==> src/rtl/mcycle_pkg.sv <==
// Shared definitions for the iterative multiply/divide unit.
//   - op encodings and op-field bit positions
//   - FSM state type
//   - wide abs/negate helpers; callers zero-extend to MCYCLE_MAX_W and
//     truncate the result back, which keeps two's-complement semantics
//     for any operand up to MCYCLE_MAX_W bits (products up to 2*64 bits).
package mcycle_pkg;

    localparam int unsigned MCYCLE_MAX_W = 128;

    localparam logic [1:0] MCYCLE_MUL_U = 2'b00;
    localparam logic [1:0] MCYCLE_MUL_S = 2'b01;
    localparam logic [1:0] MCYCLE_DIV_U = 2'b10;
    localparam logic [1:0] MCYCLE_DIV_S = 2'b11;

    // Bit 0 of the op selects signed operation, bit 1 selects divide.
    localparam int unsigned MCYCLE_OP_SIGNED = 0;
    localparam int unsigned MCYCLE_OP_DIV    = 1;

    typedef enum logic [1:0] {
        IDLE,
        COMPUTE,
        DONE
    } state_t;

    function automatic logic [MCYCLE_MAX_W-1:0] mcycle_negate(input logic [MCYCLE_MAX_W-1:0] x);
        return -x;
    endfunction

    // Magnitude of x when neg is the sign flag; also restores a sign later.
    function automatic logic [MCYCLE_MAX_W-1:0] mcycle_abs(input logic [MCYCLE_MAX_W-1:0] x,
                                                           input logic                    neg);
        return neg ? mcycle_negate(x) : x;
    endfunction

endpackage

==> src/rtl/mcycle_div_step.sv <==
// One restoring-division iteration (purely combinational).
// Ports:
//   rem          partial remainder before the step
//   dividend_bit next dividend bit shifted into the remainder
//   divisor      divisor magnitude
//   rem_next     partial remainder after the step
//   q_bit        quotient bit produced by the step
module mcycle_div_step #(
    parameter int unsigned WIDTH = 32
) (
    input  logic [WIDTH-1:0] rem,
    input  logic             dividend_bit,
    input  logic [WIDTH-1:0] divisor,
    output logic [WIDTH-1:0] rem_next,
    output logic             q_bit
);

    logic [WIDTH:0] partial;
    logic [WIDTH:0] diff;

    assign partial = {rem, dividend_bit};
    assign diff    = partial - {1'b0, divisor};

    // No borrow out of the trial subtraction means the divisor fits.
    assign q_bit    = ~diff[WIDTH];
    assign rem_next = q_bit ? diff[WIDTH-1:0] : partial[WIDTH-1:0];

endmodule

==> src/rtl/mcycle_unit.sv <==
// Iterative multi-cycle multiply/divide unit (Execute stage).
// Build option: define MCYCLE_DIV_EN to include the divider datapath;
// without it, divide ops complete in one edge with zero results.
// Ports:
//   CLK, Reset         clock (rising edge), async active-low reset
//   Start              request, sampled only in IDLE
//   MCycleOp           00 mul_u, 01 mul_s, 10 div_u, 11 div_s
//   Operand1/Operand2  multiplicand/dividend, multiplier/divisor
//   Result1/Result2    low product/quotient, high product/remainder
//   Busy               combinational stall request
//   Done               one-cycle completion pulse
// WIDTH must be a power of two no larger than 64.
module mcycle_unit #(
    parameter int unsigned WIDTH = 32
) (
    input  logic             CLK,
    input  logic             Reset,
    input  logic             Start,
    input  logic [1:0]       MCycleOp,
    input  logic [WIDTH-1:0] Operand1,
    input  logic [WIDTH-1:0] Operand2,
    output logic [WIDTH-1:0] Result1,
    output logic [WIDTH-1:0] Result2,
    output logic             Busy,
    output logic             Done
);
    import mcycle_pkg::*;

    localparam int unsigned CW = $clog2(WIDTH);
    localparam int unsigned AW = 2 * WIDTH;

    state_t           state;
    state_t           state_next;
    logic             accept;
    logic             last_iter;
    logic [CW-1:0]    count;
    logic             neg_res;
    logic [WIDTH-1:0] opnd_q;
    logic [AW-1:0]    acc;
    logic [AW-1:0]    acc_next;
    logic [WIDTH-1:0] a_abs;
    logic [WIDTH-1:0] b_abs;
    logic [WIDTH:0]   mul_sum;
    logic [AW-1:0]    mul_acc;
    logic [AW-1:0]    prod;
    logic [WIDTH-1:0] res1;
    logic [WIDTH-1:0] res2;
`ifdef MCYCLE_DIV_EN
    logic             is_div;
    logic             neg_rem;
    logic             div_zero;
    logic [WIDTH-1:0] div_rem;
    logic             div_q;
    logic [AW-1:0]    div_acc;
`endif

    // Operand magnitudes; only signed ops take the absolute value.
    assign a_abs = WIDTH'(mcycle_abs(MCYCLE_MAX_W'(Operand1), MCycleOp[MCYCLE_OP_SIGNED] & Operand1[WIDTH-1]));
    assign b_abs = WIDTH'(mcycle_abs(MCYCLE_MAX_W'(Operand2), MCycleOp[MCYCLE_OP_SIGNED] & Operand2[WIDTH-1]));

    // State register
    always_ff @(posedge CLK or negedge Reset) begin
        if (!Reset) begin
            state <= IDLE;
        end else begin
            state <= state_next;
        end
    end

    // Next state, accept/last-iteration strobes and the stall request
    always_comb begin
        state_next = state;
        accept     = 1'b0;
        last_iter  = 1'b0;
        Busy       = 1'b0;
        case (state)
            IDLE: begin
                Busy = Start;
                if (Start) begin
                    accept = 1'b1;
`ifdef MCYCLE_DIV_EN
                    state_next = COMPUTE;
`else
                    state_next = MCycleOp[MCYCLE_OP_DIV] ? DONE : COMPUTE;
`endif
                end
            end
            COMPUTE: begin
                Busy = 1'b1;
                if (count == '0) begin
                    last_iter  = 1'b1;
                    state_next = DONE;
                end
            end
            DONE: begin
                state_next = IDLE;
            end
            default: begin
                state_next = IDLE;
            end
        endcase
    end

    assign Done = (state == DONE);

    // Shift-add step: acc = {high partial product, remaining multiplier bits}
    assign mul_sum = (WIDTH+1)'(acc[AW-1:WIDTH]) + (WIDTH+1)'(acc[0] ? opnd_q : '0);
    assign mul_acc = {mul_sum, acc[WIDTH-1:1]};

`ifdef MCYCLE_DIV_EN
    // Restoring step: acc = {partial remainder, dividend bits / quotient bits}
    mcycle_div_step #(
        .WIDTH(WIDTH)
    ) u_div_step (
        .rem          (acc[AW-1:WIDTH]),
        .dividend_bit (acc[WIDTH-1]),
        .divisor      (opnd_q),
        .rem_next     (div_rem),
        .q_bit        (div_q)
    );
    assign div_acc  = {div_rem, acc[WIDTH-2:0], div_q};
    assign acc_next = is_div ? div_acc : mul_acc;
`else
    assign acc_next = mul_acc;
`endif

    // Sign correction applied to the value produced by the final iteration
    assign prod = AW'(mcycle_abs(MCYCLE_MAX_W'(acc_next), neg_res));

`ifdef MCYCLE_DIV_EN
    // Divide by zero: the remainder path already yields the raw dividend.
    assign res1 = !is_div  ? prod[WIDTH-1:0] :
                  div_zero ? '1 :
                  WIDTH'(mcycle_abs(MCYCLE_MAX_W'(acc_next[WIDTH-1:0]), neg_res));
    assign res2 = !is_div  ? prod[AW-1:WIDTH] :
                  WIDTH'(mcycle_abs(MCYCLE_MAX_W'(acc_next[AW-1:WIDTH]), neg_rem));
`else
    assign res1 = prod[WIDTH-1:0];
    assign res2 = prod[AW-1:WIDTH];
`endif

    // Operand capture, iteration and result registers
    always_ff @(posedge CLK or negedge Reset) begin
        if (!Reset) begin
            count   <= '0;
            neg_res <= 1'b0;
            opnd_q  <= '0;
            acc     <= '0;
            Result1 <= '0;
            Result2 <= '0;
`ifdef MCYCLE_DIV_EN
            is_div   <= 1'b0;
            neg_rem  <= 1'b0;
            div_zero <= 1'b0;
`endif
        end else if (accept) begin
            count   <= CW'(WIDTH - 1);
            neg_res <= MCycleOp[MCYCLE_OP_SIGNED] & (Operand1[WIDTH-1] ^ Operand2[WIDTH-1]);
`ifdef MCYCLE_DIV_EN
            is_div   <= MCycleOp[MCYCLE_OP_DIV];
            neg_rem  <= MCycleOp[MCYCLE_OP_SIGNED] & Operand1[WIDTH-1];
            div_zero <= (Operand2 == '0);
            opnd_q   <= MCycleOp[MCYCLE_OP_DIV] ? b_abs : a_abs;
            acc      <= {WIDTH'(0), MCycleOp[MCYCLE_OP_DIV] ? a_abs : b_abs};
`else
            opnd_q <= a_abs;
            acc    <= {WIDTH'(0), b_abs};
            // Divide ops finish on this edge with zero results.
            if (MCycleOp[MCYCLE_OP_DIV]) begin
                Result1 <= '0;
                Result2 <= '0;
            end
`endif
        end else if (state == COMPUTE) begin
            acc   <= acc_next;
            count <= count - CW'(1);
            if (last_iter) begin
                Result1 <= res1;
                Result2 <= res2;
            end
        end
    end

endmodule

==> config.mk <==
export PLATFORM = sky130hd
export DESIGN_NAME = mcycle_unit
export DESIGN_NICKNAME = d
export VERILOG_FILES = /design/src/rtl/mcycle_pkg.sv /design/src/rtl/mcycle_div_step.sv /design/src/rtl/mcycle_unit.sv
export SDC_FILE = /design/constraint.sdc
export NUM_CORES = 1
export LEC_CHECK = 0
export BUFFER_PORTS_ARGS = -buffer_cell sky130_fd_sc_hd__buf_2
export CAP_MARGIN = 20
export CORE_ASPECT_RATIO = 1.5
export CORE_UTILIZATION = 60
export CTS_CLUSTER_SIZE = 30
export DETAILED_ROUTE_END_ITERATION = 10
export PLACE_DENSITY = 0.82
export SETUP_SLACK_MARGIN = 0.1
export SYNTH_ARGS = -nofsm -noshare
export SYNTH_HDL_FRONTEND = slang
export SYNTH_SLANG_ARGS = --single-unit
==> constraint.sdc <==
create_clock -name CLK -period 4.62 [get_ports CLK]
set_clock_uncertainty 0.15 [all_clocks]
set_input_delay 0.924 -clock CLK [delete_from_list [all_inputs] [get_ports CLK]]
set_output_delay 0.924 -clock CLK [all_outputs]
set_load 0.005 [all_outputs]
* Yosys cells after proc, flatten, opt, wreduce, memory -nomap -nowiden
Cells that the tools add are included.
Storage, ports and cells: register bits 168, input bits 69, output and inout bits 66
Cells by class: add/sub/neg operators 5, equality and inequality tests 5, muxes and demuxes 24, bitwise operators 4, reductions and logical operators 6
Operator list (count):
- $mux W32 | 10
- $mux W64 | 3
- $neg A32 Y32 | 2
- $neg A64 Y64 | 1
- $add A32 B32 Y33 | 1
- $mux W5 | 2
- $mux W2 | 3
- $ne A2 B2 Y1 const B | 3
- $logic_not A5 Y1 | 1
- $sub A5 B1 Y5 const B | 1
- $mux W1 | 4
- $pmux W2 S2 | 1
- $reduce_bool A2 Y1 | 2
- $and A1 B1 Y1 | 3
- $reduce_and A3 Y1 | 1
- $eq A2 B1 Y1 const B | 1
- $eq A2 B2 Y1 const B | 1
- $logic_not A2 Y1 | 1
- $pmux W1 S2 | 1
- $reduce_and A2 Y1 | 1
- $xor A1 B1 Y1 | 1

* Longest topological paths before layout
Gate-level depths: netlist (run 1).
word-level depth 7, depth in mapped cells 14, depth with buffers taken out 13

* Worst setup path after synthesis (run 1)
OpenSTA, ideal clock, no wires.
kind reg2reg, start point register acc[0], end point register Result2[29], library setup time 129 ps, arrival 3739 ps, path slack 602 ps, cell stages (with the launch flop) 15, path buffers 1, path through dfrtp_1 -> clkbuf_1 -> and2_1 -> ha_1 -> fa_1 -> nand3_1 -> a21oi_1 -> o21ai_0 -> nor4bb_1 -> nor3_1 -> a2111oi_0 -> nand4_1 -> o41ai_2 -> xor2_1 -> o21ai_1
Between the ends: longest elaborated chain between the ends 7
Ends and longest elaborated chain:
- from (decl) | line mcycle_unit.sv:39 | logic [AW-1:0] acc;
- from (signal assigned) | line mcycle_unit.sv:167 | acc <= {WIDTH'(0), b_abs};
- from (signal assigned) | line mcycle_unit.sv:175 | acc <= acc_next;
- $mux W32 (*) | line mcycle_unit.sv:107 | assign mul_sum = (WIDTH+1)'(acc[AW-1:WIDTH]) + (WIDTH+1)'(acc[0] ? opnd_q : '0);
- $add A32 B32 Y33 (*) | line mcycle_unit.sv:107
- $neg A64 Y64 | line mcycle_pkg.sv:27 | return -x;
- $mux W64 (*) | line mcycle_pkg.sv:33 | return neg ? mcycle_negate(x) : x;
- $mux W32 (*) | line mcycle_unit.sv:177 | if (last_iter) begin
- $mux W32 (*) | line mcycle_unit.sv:174 | end else if (state == COMPUTE) begin
- $mux W32 (*) | line mcycle_unit.sv:156 | end else if (accept) begin
- to (signal assigned) | line mcycle_unit.sv:179 | Result2 <= res2;
- to (decl) | line mcycle_unit.sv:23 | output logic [WIDTH-1:0] Result2,
Every way passes the cells marked *; elsewhere a longest branch is shown, timed or not. The select of a mux whose other input is x is not followed. A chain may end at the register's enable or synchronous reset.

* Worst setup path after layout (run 1)
Same ends and word-level chain as after synthesis.

==> impl_summary.txt, run 1 <==
----------------------------------------------------
[Run status]
  Status ... finished clean

[Detailed routing]
  Final routed wirelength across all metal layers ... 32.51 mm
  DRC viols ... 0
  Top Metal Used ... met5
  Via count ... 10.69k
  Mean routed wirelength per cell ... 19.11 um
  Met3 Wirelength ... 2.048 mm
  Vias/cell ... 6.283
  Post-route ant nets ... 0
  Drt initial violations ... 720
  Routed met2 length ... 16.80 mm
  Met1 routed wirelength after detailed routing ... 12.21 mm
  Count of TritonRoute iterations in the first routing pass ... 6

[Global route]
  Combined global-route utilization of all metal layers ... 0.3463
  Via count of the first global-routing pass ... 10.51k
  Maximum number of pins on one net before global-route repair ... 87
  Number of antenna violations at the first check in global routing ... 3
  First-pass GRT wire length ... 52.15 mm
  Remaining global-route overflow ... 0

[Clock network]
  Clock root buffer master ... sky130_fd_sc_hd__clkbuf_16
  Clock insertion delay at the later pin of the skew report ... 440 ps
  Clock input transition at the sequential cells of the worst setup and hold paths ... 70 ps
  Number of H-tree branching levels ... 4
  Cts bufs inserted ... 17
  CTS tree ... yes
  Post-CTS Hold Buffers ... 0
  Clk sink count ... 168
  Worst-case clock buffer depth ... 2

[Logic synthesis]
  Part of the Yosys area used for sequential elements ... 0.3732
  Post-synth EDFFs ... 0
  Portion of synthesized cell area occupied by the leading cell type ... 0.3732
  Synthesized cell area ... 11,260 um^2
  Synthesis Warnings ... 0
  Synth area leaders ... sky130_fd_sc_hd__dfrtp_1 37%, sky130_fd_sc_hd__o21ai_0 7.3%, sky130_fd_sc_hd__xor2_1 7.0%
  Fraction of registers with async set/reset ... 1.000
  Post-synth top cells ... 187 x sky130_fd_sc_hd__nand2_1, 168 x sky130_fd_sc_hd__dfrtp_1, 165 x sky130_fd_sc_hd__o21ai_0, 90 x sky130_fd_sc_hd__xor2_1, 83 x sky130_fd_sc_hd__a21oi_1
  Cell taking the most area after synthesis ... sky130_fd_sc_hd__dfrtp_1
  Post-Synthesis Mean Instance Area ... 8.419 um^2
  Dominant cell by count in the synthesized netlist ... sky130_fd_sc_hd__nand2_1
  Number of instances in the synthesized netlist ... 1,338
  Count of distinct cell types in the synthesized netlist ... 66
  Flip-flop and latch count after synthesis ... 168
  Synthesized net count ... 1,445
  Ys flop type ... sky130_fd_sc_hd__dfrtp_1

[STA]
  Part of the cycle the worst path needs ... 0.9210
  Unrepaired setup endpoints after global routing ... false
  Fmax achieved ... 0.2350 GHz
  Endpoints failing setup ... 0
  Count of pins over their slew limit ... 0
  Endpoints failing hold ... 0
  Final critical-path required period ... 4255 ps
  Slew at the pin closest to its max-slew limit ... 858.7 ps
  Relative slew slack ... 0.4261
  Setup total negative slack ... 0 ps

[Die]
  Die area ... 19,340 um^2
  Core Area ... 18,470 um^2
  Initial core utilization ... 0.6099
  Die width ... 113.9 um
  Number of placement rows ... 61
  Die Y ... 169.8 um
  Number of primary I/O pins ... 135

[Cells and area]
  Finished Cell Area ... 12,810 um^2
  Layout-stage area growth over the synthesis result ... 13.70%
  FF+latch area ... 4207 um^2
  Multi-input combinational cell area ... 6716 um^2
  Final net count ... 1,543
  Diodes inserted ... 0
  Fill cell total of the finished layout ... 1,566
  Utilization after layout ... 0.6934
  Share of cells above drive strength 1 ... 0.1463

[Placement]
  Sum of net half-perimeters after detailed placement ... 23.68 mm
  Routability congestion estimate from global placement ... 0.9665
  Instance area after placement ... 12,160 um^2
  Port Buf Inserts ... 134

[Worst setup path]
  CP max-delay cell ... sky130_fd_sc_hd__dfrtp_2
  Startpoint type of the worst setup path ... flop
  Crit path cell chain ... buf_4, and2_1, ha_1, nand4_1, nor3_1, o211ai_1, o211ai_1, xnor2_1, nor3_1, nand4_1, buf_4, o41ai_2, xor2_1, o21ai_1
  Stage delay of the slowest cell on the critical path ... 490 ps
  Crit path required time ... 4780 ps
  Type of the setup path with the least slack ... flop to flop
  Largest fanout of any net on the critical path ... 20
  Nature of the critical path endpoint ... flop
  Data arrival, critical path ... 4410 ps

[Hold path]
  Path type of the worst min-delay path ... flop to flop

[Power]
  Cell Pwr Density ... 697.7 nW/um^2
  Peak supply drop ... 0.3915 mV
  Total power draw ... 8.936 mW
  Leakage power of the design ... 5.720 nW

[Flow run]
  Number of violations of the max-capacitance limit ... 0

----------------------------------------------------
## worst max-delay path, delay by kind of cell (launching register included)
kind	cells	cell delay [ps]
adders and majority gates	1	480
DFF	1	490
AOI/OAI and AO/OA	4	1010
buffers and inverters	2	400
and+or+nand+nor	5	1200
xor gates and xnor gates	2	370
## cell families (layout without fill, tap and decap cells)
| family | after synthesis | count (layout) | share of synthesized area |
|---|---|---|---|
| buf+inv | 106 | 217 | 0.03599 |
| xor+xnor | 141 | 141 | 0.1096 |
| fa+ha+maj | 38 | 38 | 0.04287 |
| flops | 168 | 168 | 0.3732 |
| compound gates | 446 | 446 | 0.2454 |
| simple gates | 435 | 435 | 0.1894 |
| mux | 4 | 4 | 0.003555 |
## path summary, 6_finish.rpt
check | startpoint | end | slack [ps] | cells past startpoint
setup / recovery | acc[0] | Result2[29] | 360 | 14
hold / removal | Result2[15] | Result2[15] | 320 | 2
setup reg to reg | acc[0] | Result2[29] | 360 | 14
hold reg to reg | Result2[15] | Result2[15] | 320 | 2
max in group asynchronous | Reset | Result2[4] | 3060 | 2
min in group asynchronous | Reset | Result2[31] | 330 | 1
## metal layers
metal | up-vias | GRT usage
met3 | 111 | 0.07123
met4 | 4 | 0.1835
met2 | 405 | 0.6190
met1 | 5156 | 0.3840
met5 | - | 0
li1 | 5012 | -
## cells in the final DEF, fill, tap and decap left out, types with 5 or more instances in the layout
cell type / Yosys / layout
sky130_fd_sc_hd__clkbuf_16: 0 / 17
sky130_fd_sc_hd__xnor2_1: 51 / 51
sky130_fd_sc_hd__o21a_1: 6 / 6
sky130_fd_sc_hd__inv_1: 27 / 27
sky130_fd_sc_hd__or4_1: 7 / 7
sky130_fd_sc_hd__a22oi_1: 16 / 16
sky130_fd_sc_hd__dfrtp_1: 168 / 166
sky130_fd_sc_hd__or3_1: 12 / 12
sky130_fd_sc_hd__a21oi_1: 83 / 81
sky130_fd_sc_hd__o22ai_1: 32 / 32
sky130_fd_sc_hd__a21o_1: 14 / 14
sky130_fd_sc_hd__a31oi_1: 8 / 8
sky130_fd_sc_hd__o21ai_0: 165 / 163
sky130_fd_sc_hd__a211oi_1: 9 / 9
sky130_fd_sc_hd__nand2_1: 187 / 186
sky130_fd_sc_hd__ha_1: 37 / 37
sky130_fd_sc_hd__nand4_1: 14 / 14
sky130_fd_sc_hd__buf_4: 1 / 22
sky130_fd_sc_hd__and3_1: 9 / 9
sky130_fd_sc_hd__nand2b_1: 11 / 11
sky130_fd_sc_hd__a22o_1: 23 / 23
sky130_fd_sc_hd__nor4_1: 14 / 14
sky130_fd_sc_hd__o21ai_1: 6 / 6
sky130_fd_sc_hd__nand3_1: 11 / 9
sky130_fd_sc_hd__buf_2: 3 / 133
sky130_fd_sc_hd__o41ai_1: 9 / 8
sky130_fd_sc_hd__xor2_1: 90 / 90
sky130_fd_sc_hd__a21boi_0: 5 / 5
sky130_fd_sc_hd__o31ai_1: 33 / 32
sky130_fd_sc_hd__nor3_1: 30 / 30
sky130_fd_sc_hd__nor2b_1: 11 / 11
sky130_fd_sc_hd__nor2_1: 62 / 61
sky130_fd_sc_hd__o211ai_1: 7 / 7
sky130_fd_sc_hd__and2_1: 48 / 48
## through the flow
step | worst slack [ps] | hold WS, ps | cells
floorplan | 601.8 | 291.8 | 1338
global placement | 287.4 | 305.1 | 1668
detailed placement | 161.7 | 315.9 | 1668
CTS | 112.5 | 331.6 | 1700
global route | 99.84 | 344.0 | 1701
finish | 364.8 | 319.9 | 1701
## power breakdown
group          internal, mW  leakage [nW]  switching (mW)
Sequential             2.12          2.10           0.597
Clock                 0.829         0.294           0.657
Combinational          1.87          3.32            2.86
Total                  4.82          5.72            4.12
## flip-flops by register name, summed over array words and instances, names as in the netlist
signal	cells
Result1	32
Result2	32
acc	64
count	5
neg_res	1
opnd_q	32
state	2
## area by class of cell
type                    count  area share
clock buffers              19     0.03458
clock inverters            13     0.01241
inverters                  28    0.008206
multi-input cells        1064      0.5244
flip-flops and latches    168      0.3284
well taps                 252     0.02462
repair buffers            157     0.06731
## timing repair
item                       CTS  global route
setup endpoints to repair    1            18
resized for setup            1            11
gates cloned                 0             0
setup buffers                0             1
pin swaps                    0             1
No activity file was read; power rests on OpenSTA's default activity.
==> inputs of run 2 (changes only) <==
Settings changed: ABC_AREA from default to 1, CORE_UTILIZATION 60 to 61.
==> impl_summary.txt, run 2 <==
----------------------------------------------------
[Run status]
  Status ... finished clean

[Logic synthesis]
  Portion of synthesized cell area occupied by the leading cell type ... 0.3278 (-0.04544)
  Post-synth top cells ... 678 x sky130_fd_sc_hd__nand2_1, 251 x sky130_fd_sc_hd__inv_1, 197 x sky130_fd_sc_hd__o21ai_0, 168 x sky130_fd_sc_hd__dfrtp_1, 157 x sky130_fd_sc_hd__nor2_1
  Number of instances in the synthesized netlist ... 1,985 (+48%)
  Part of the Yosys area used for sequential elements ... 0.3278 (-0.04544)
  Synthesized cell area ... 12,830 um^2 (+14%)
  Cell taking the most area after synthesis ... sky130_fd_sc_hd__dfrtp_1
  Fraction of registers with async set/reset ... 1.000 (unchanged)
  Post-Synthesis Mean Instance Area ... 6.461 um^2 (-23%)
  Flip-flop and latch count after synthesis ... 168 (unchanged)
  Synth area leaders ... sky130_fd_sc_hd__dfrtp_1 33%, sky130_fd_sc_hd__nand2_1 20%, sky130_fd_sc_hd__o21ai_0 7.7%
  Dominant cell by count in the synthesized netlist ... sky130_fd_sc_hd__nand2_1
  Ys flop type ... sky130_fd_sc_hd__dfrtp_1
  Synthesized net count ... 2,092 (+45%)
  Synthesis Warnings ... 0 (unchanged)
  Count of distinct cell types in the synthesized netlist ... 47 (-29%)
  Post-synth EDFFs ... 0 (unchanged)

[Clock network]
  Number of H-tree branching levels ... 4 (unchanged)
  Clock input transition at the sequential cells of the worst setup and hold paths ... 70 ps (about the same)
  CTS tree ... yes
  CTS-repair resized insts ... 0 (-1)
  Clock insertion delay at the later pin of the skew report ... 440 ps (about the same)
  Clk sink count ... 168 (unchanged)
  Clock root buffer master ... sky130_fd_sc_hd__clkbuf_16
  Post-CTS Hold Buffers ... 0 (unchanged)
  Worst-case clock buffer depth ... 2 (unchanged)
  Post-CTS setup buffer count ... 0 (unchanged)
  Cts bufs inserted ... 17 (unchanged)

[STA]
  Unrepaired setup endpoints after global routing ... false
  Final critical-path required period ... 3952 ps (-303.6 ps)
  Relative slew slack ... 0.3053 (-0.1209)
  Slew at the pin closest to its max-slew limit ... 1042 ps (+183.4 ps)
  Part of the cycle the worst path needs ... 0.8553 (-0.06571)
  Final setup slack of the worst path ... 668.4 ps (+303.6 ps)
  Count of pins over their slew limit ... 0 (unchanged)
  Endpoints failing hold ... 0 (unchanged)
  Endpoints failing setup ... 0 (unchanged)
  Setup total negative slack ... 0 ps (unchanged)
  Fmax achieved ... 0.2531 GHz (+7.7%)
  Min Hold Slack ... 327.1 ps (+7.219 ps)

[Cells and area]
  Final net count ... 2,198 (+42%)
  Share of cells above drive strength 1 ... 0.1260 (-0.02036)
  Fin cells ... 2,368 (+39%)
  Layout-stage area growth over the synthesis result ... 11.70%
  Diodes inserted ... 0 (unchanged)
  Flip-flop count of the largest register after layout ... 64 (unchanged)
  Largest reg by FF count ... acc
  Leading cell types in the layout, fill and taps excluded ... 678 x sky130_fd_sc_hd__nand2_1, 249 x sky130_fd_sc_hd__inv_1, 197 x sky130_fd_sc_hd__o21ai_0
  Utilization after layout ... 0.6989 (+0.005451)
  Most common cell after layout, fill and taps aside ... sky130_fd_sc_hd__nand2_1

[Die]
  Core Area ... 20,500 um^2 (+11%)
  Number of primary I/O pins ... 135 (unchanged)
  Die Y ... 179.6 um (+5.8%)
  Die width ... 120.4 um (+5.7%)
  Number of placement rows ... 64 (+4.9%)
  Die area ... 21,620 um^2 (+12%)
  Initial core utilization ... 0.6257 (+0.01579)

[Worst setup path]
  Crit path required time ... 4800 ps (+20 ps)
  CP max-delay cell ... sky130_fd_sc_hd__dfrtp_1
  Nature of the critical path endpoint ... flop
  Type of the setup path with the least slack ... flop to flop
  Kind of cell adding the most delay to the critical path ... simple AND/OR/NAND/NOR gates
  Largest fanout of any net on the critical path ... 29 (+45%)
  Data arrival, critical path ... 4130 ps (-280 ps)
  Stage delay of the slowest cell on the critical path ... 920 ps (+430 ps)
  Most frequent CP cell ... sky130_fd_sc_hd__nand2_1
  Crit path cell chain ... nand2_1, inv_1, ha_1, nand2_1, nor2_2, nand2_1, nor2_1, nand2_1, nand3_1, nand2_1, nand2_1, nand2_1, nor2_1, nand2_1, nor2_1, nand2_1, nand3_1, nand2_1, nand2_1, nand2_1
  Count of buffer and inverter cells on the critical path ... 1 (-1)
  Startpoint type of the worst setup path ... flop

[Placement]
  Routability congestion estimate from global placement ... 1.042 (+7.8%)
  Worst slack at placement ... 895.2 ps (+733.5 ps)
  Placed instance count ... 2,335 (+40%)
  Sum of net half-perimeters after detailed placement ... 32.99 mm (+39%)
  Port Buf Inserts ... 134 (unchanged)

[Global route]
  Remaining global-route overflow ... 0 (unchanged)
  Via count of the first global-routing pass ... 13.37k (+27%)
  First-pass GRT wire length ... 69.30 mm (+33%)
  Number of antenna violations at the first check in global routing ... 1 (-2)
  Combined global-route utilization of all metal layers ... 0.4209 (+0.07467)
  Maximum number of pins on one net before global-route repair ... 74 (-15%)

[Power]
  Peak supply drop ... 0.3508 mV (-10%)
  Leakage power of the design ... 7.784 nW (+36%)
  Cell Pwr Density ... 600.0 nW/um^2 (-14%)

[Detailed routing]
  Count of TritonRoute iterations in the first routing pass ... 6 (unchanged)
  Mean routed wirelength per cell ... 18.44 um (-3.5%)
  DRC viols ... 0 (unchanged)
  Vias/cell ... 5.773 (-8.1%)
  Drt initial violations ... 1,165 (+62%)
  Post-route ant nets ... 0 (unchanged)
  Via count ... 13.67k (+28%)
  Final routed wirelength across all metal layers ... 43.67 mm (+34%)

[Flow run]
  Number of violations of the max-capacitance limit ... 0 (unchanged)

[Hold path]
  Path type of the worst min-delay path ... input pin to async pin

----------------------------------------------------
==> run 2: worst paths after layout <==
check / startpoint / to / slack (ps) / depth (start not counted)
max: acc[0] / Result2[31] / 670 / 20
min: Reset / acc[52] / 330 / 1
max reg2reg: acc[0] / Result2[31] / 670 / 20
min reg2reg: Result2[30] / Result2[30] / 330 / 2
max in group asynchronous: Reset / Result1[23] / 2960 / 2
min in group CLK: Result2[30] / Result2[30] / 330 / 2
==> run 2: through the flow <==
stage                     area (um^2)  power [mW]
after CTS                       14310       8.381
after detailed placement        13690       6.854
after global routing            14330       9.190
after floorplan                 12830       5.440
after global placement          13690       6.759
final                           14330       8.596
==> run 2: cell families after synthesis <==
logic type | Yosys count | synth area share
buf+inv | 326 | 0.09648
flops | 168 | 0.3278
fa+ha+maj | 38 | 0.03765
xor+xnor | 79 | 0.05395
simple gates | 1082 | 0.3594
compound gates | 292 | 0.1248
==> run 2: power by group <==
part	switching [mW]	total, mW	leakage, nW	internal (mW)
logic	3.45	4.83	5.31	1.38
clock network	0.671	1.51	0.301	0.836
registers	0.364	2.26	2.18	1.89
total	4.49	8.60	7.78	4.11
==> run 2: metal layers <==
layer  wire (um)  GRT usage
met1       14800     0.4111
met2       22450     0.7552
met3        2578    0.08534
met4        3818     0.3388
met5          13          0
==> run 2: area by class of cell <==
type                            count  area (um^2)
Clock buffer                       18        439.2
Clock inverter                     14        175.2
Timing Repair Buffer              147        787.0
Multi-Input combinational cell   1491         7392
Sequential cell                   168         4204
Inverter                          266        998.5
Tap cell                          264        330.3
Fill cell                        1869         6173
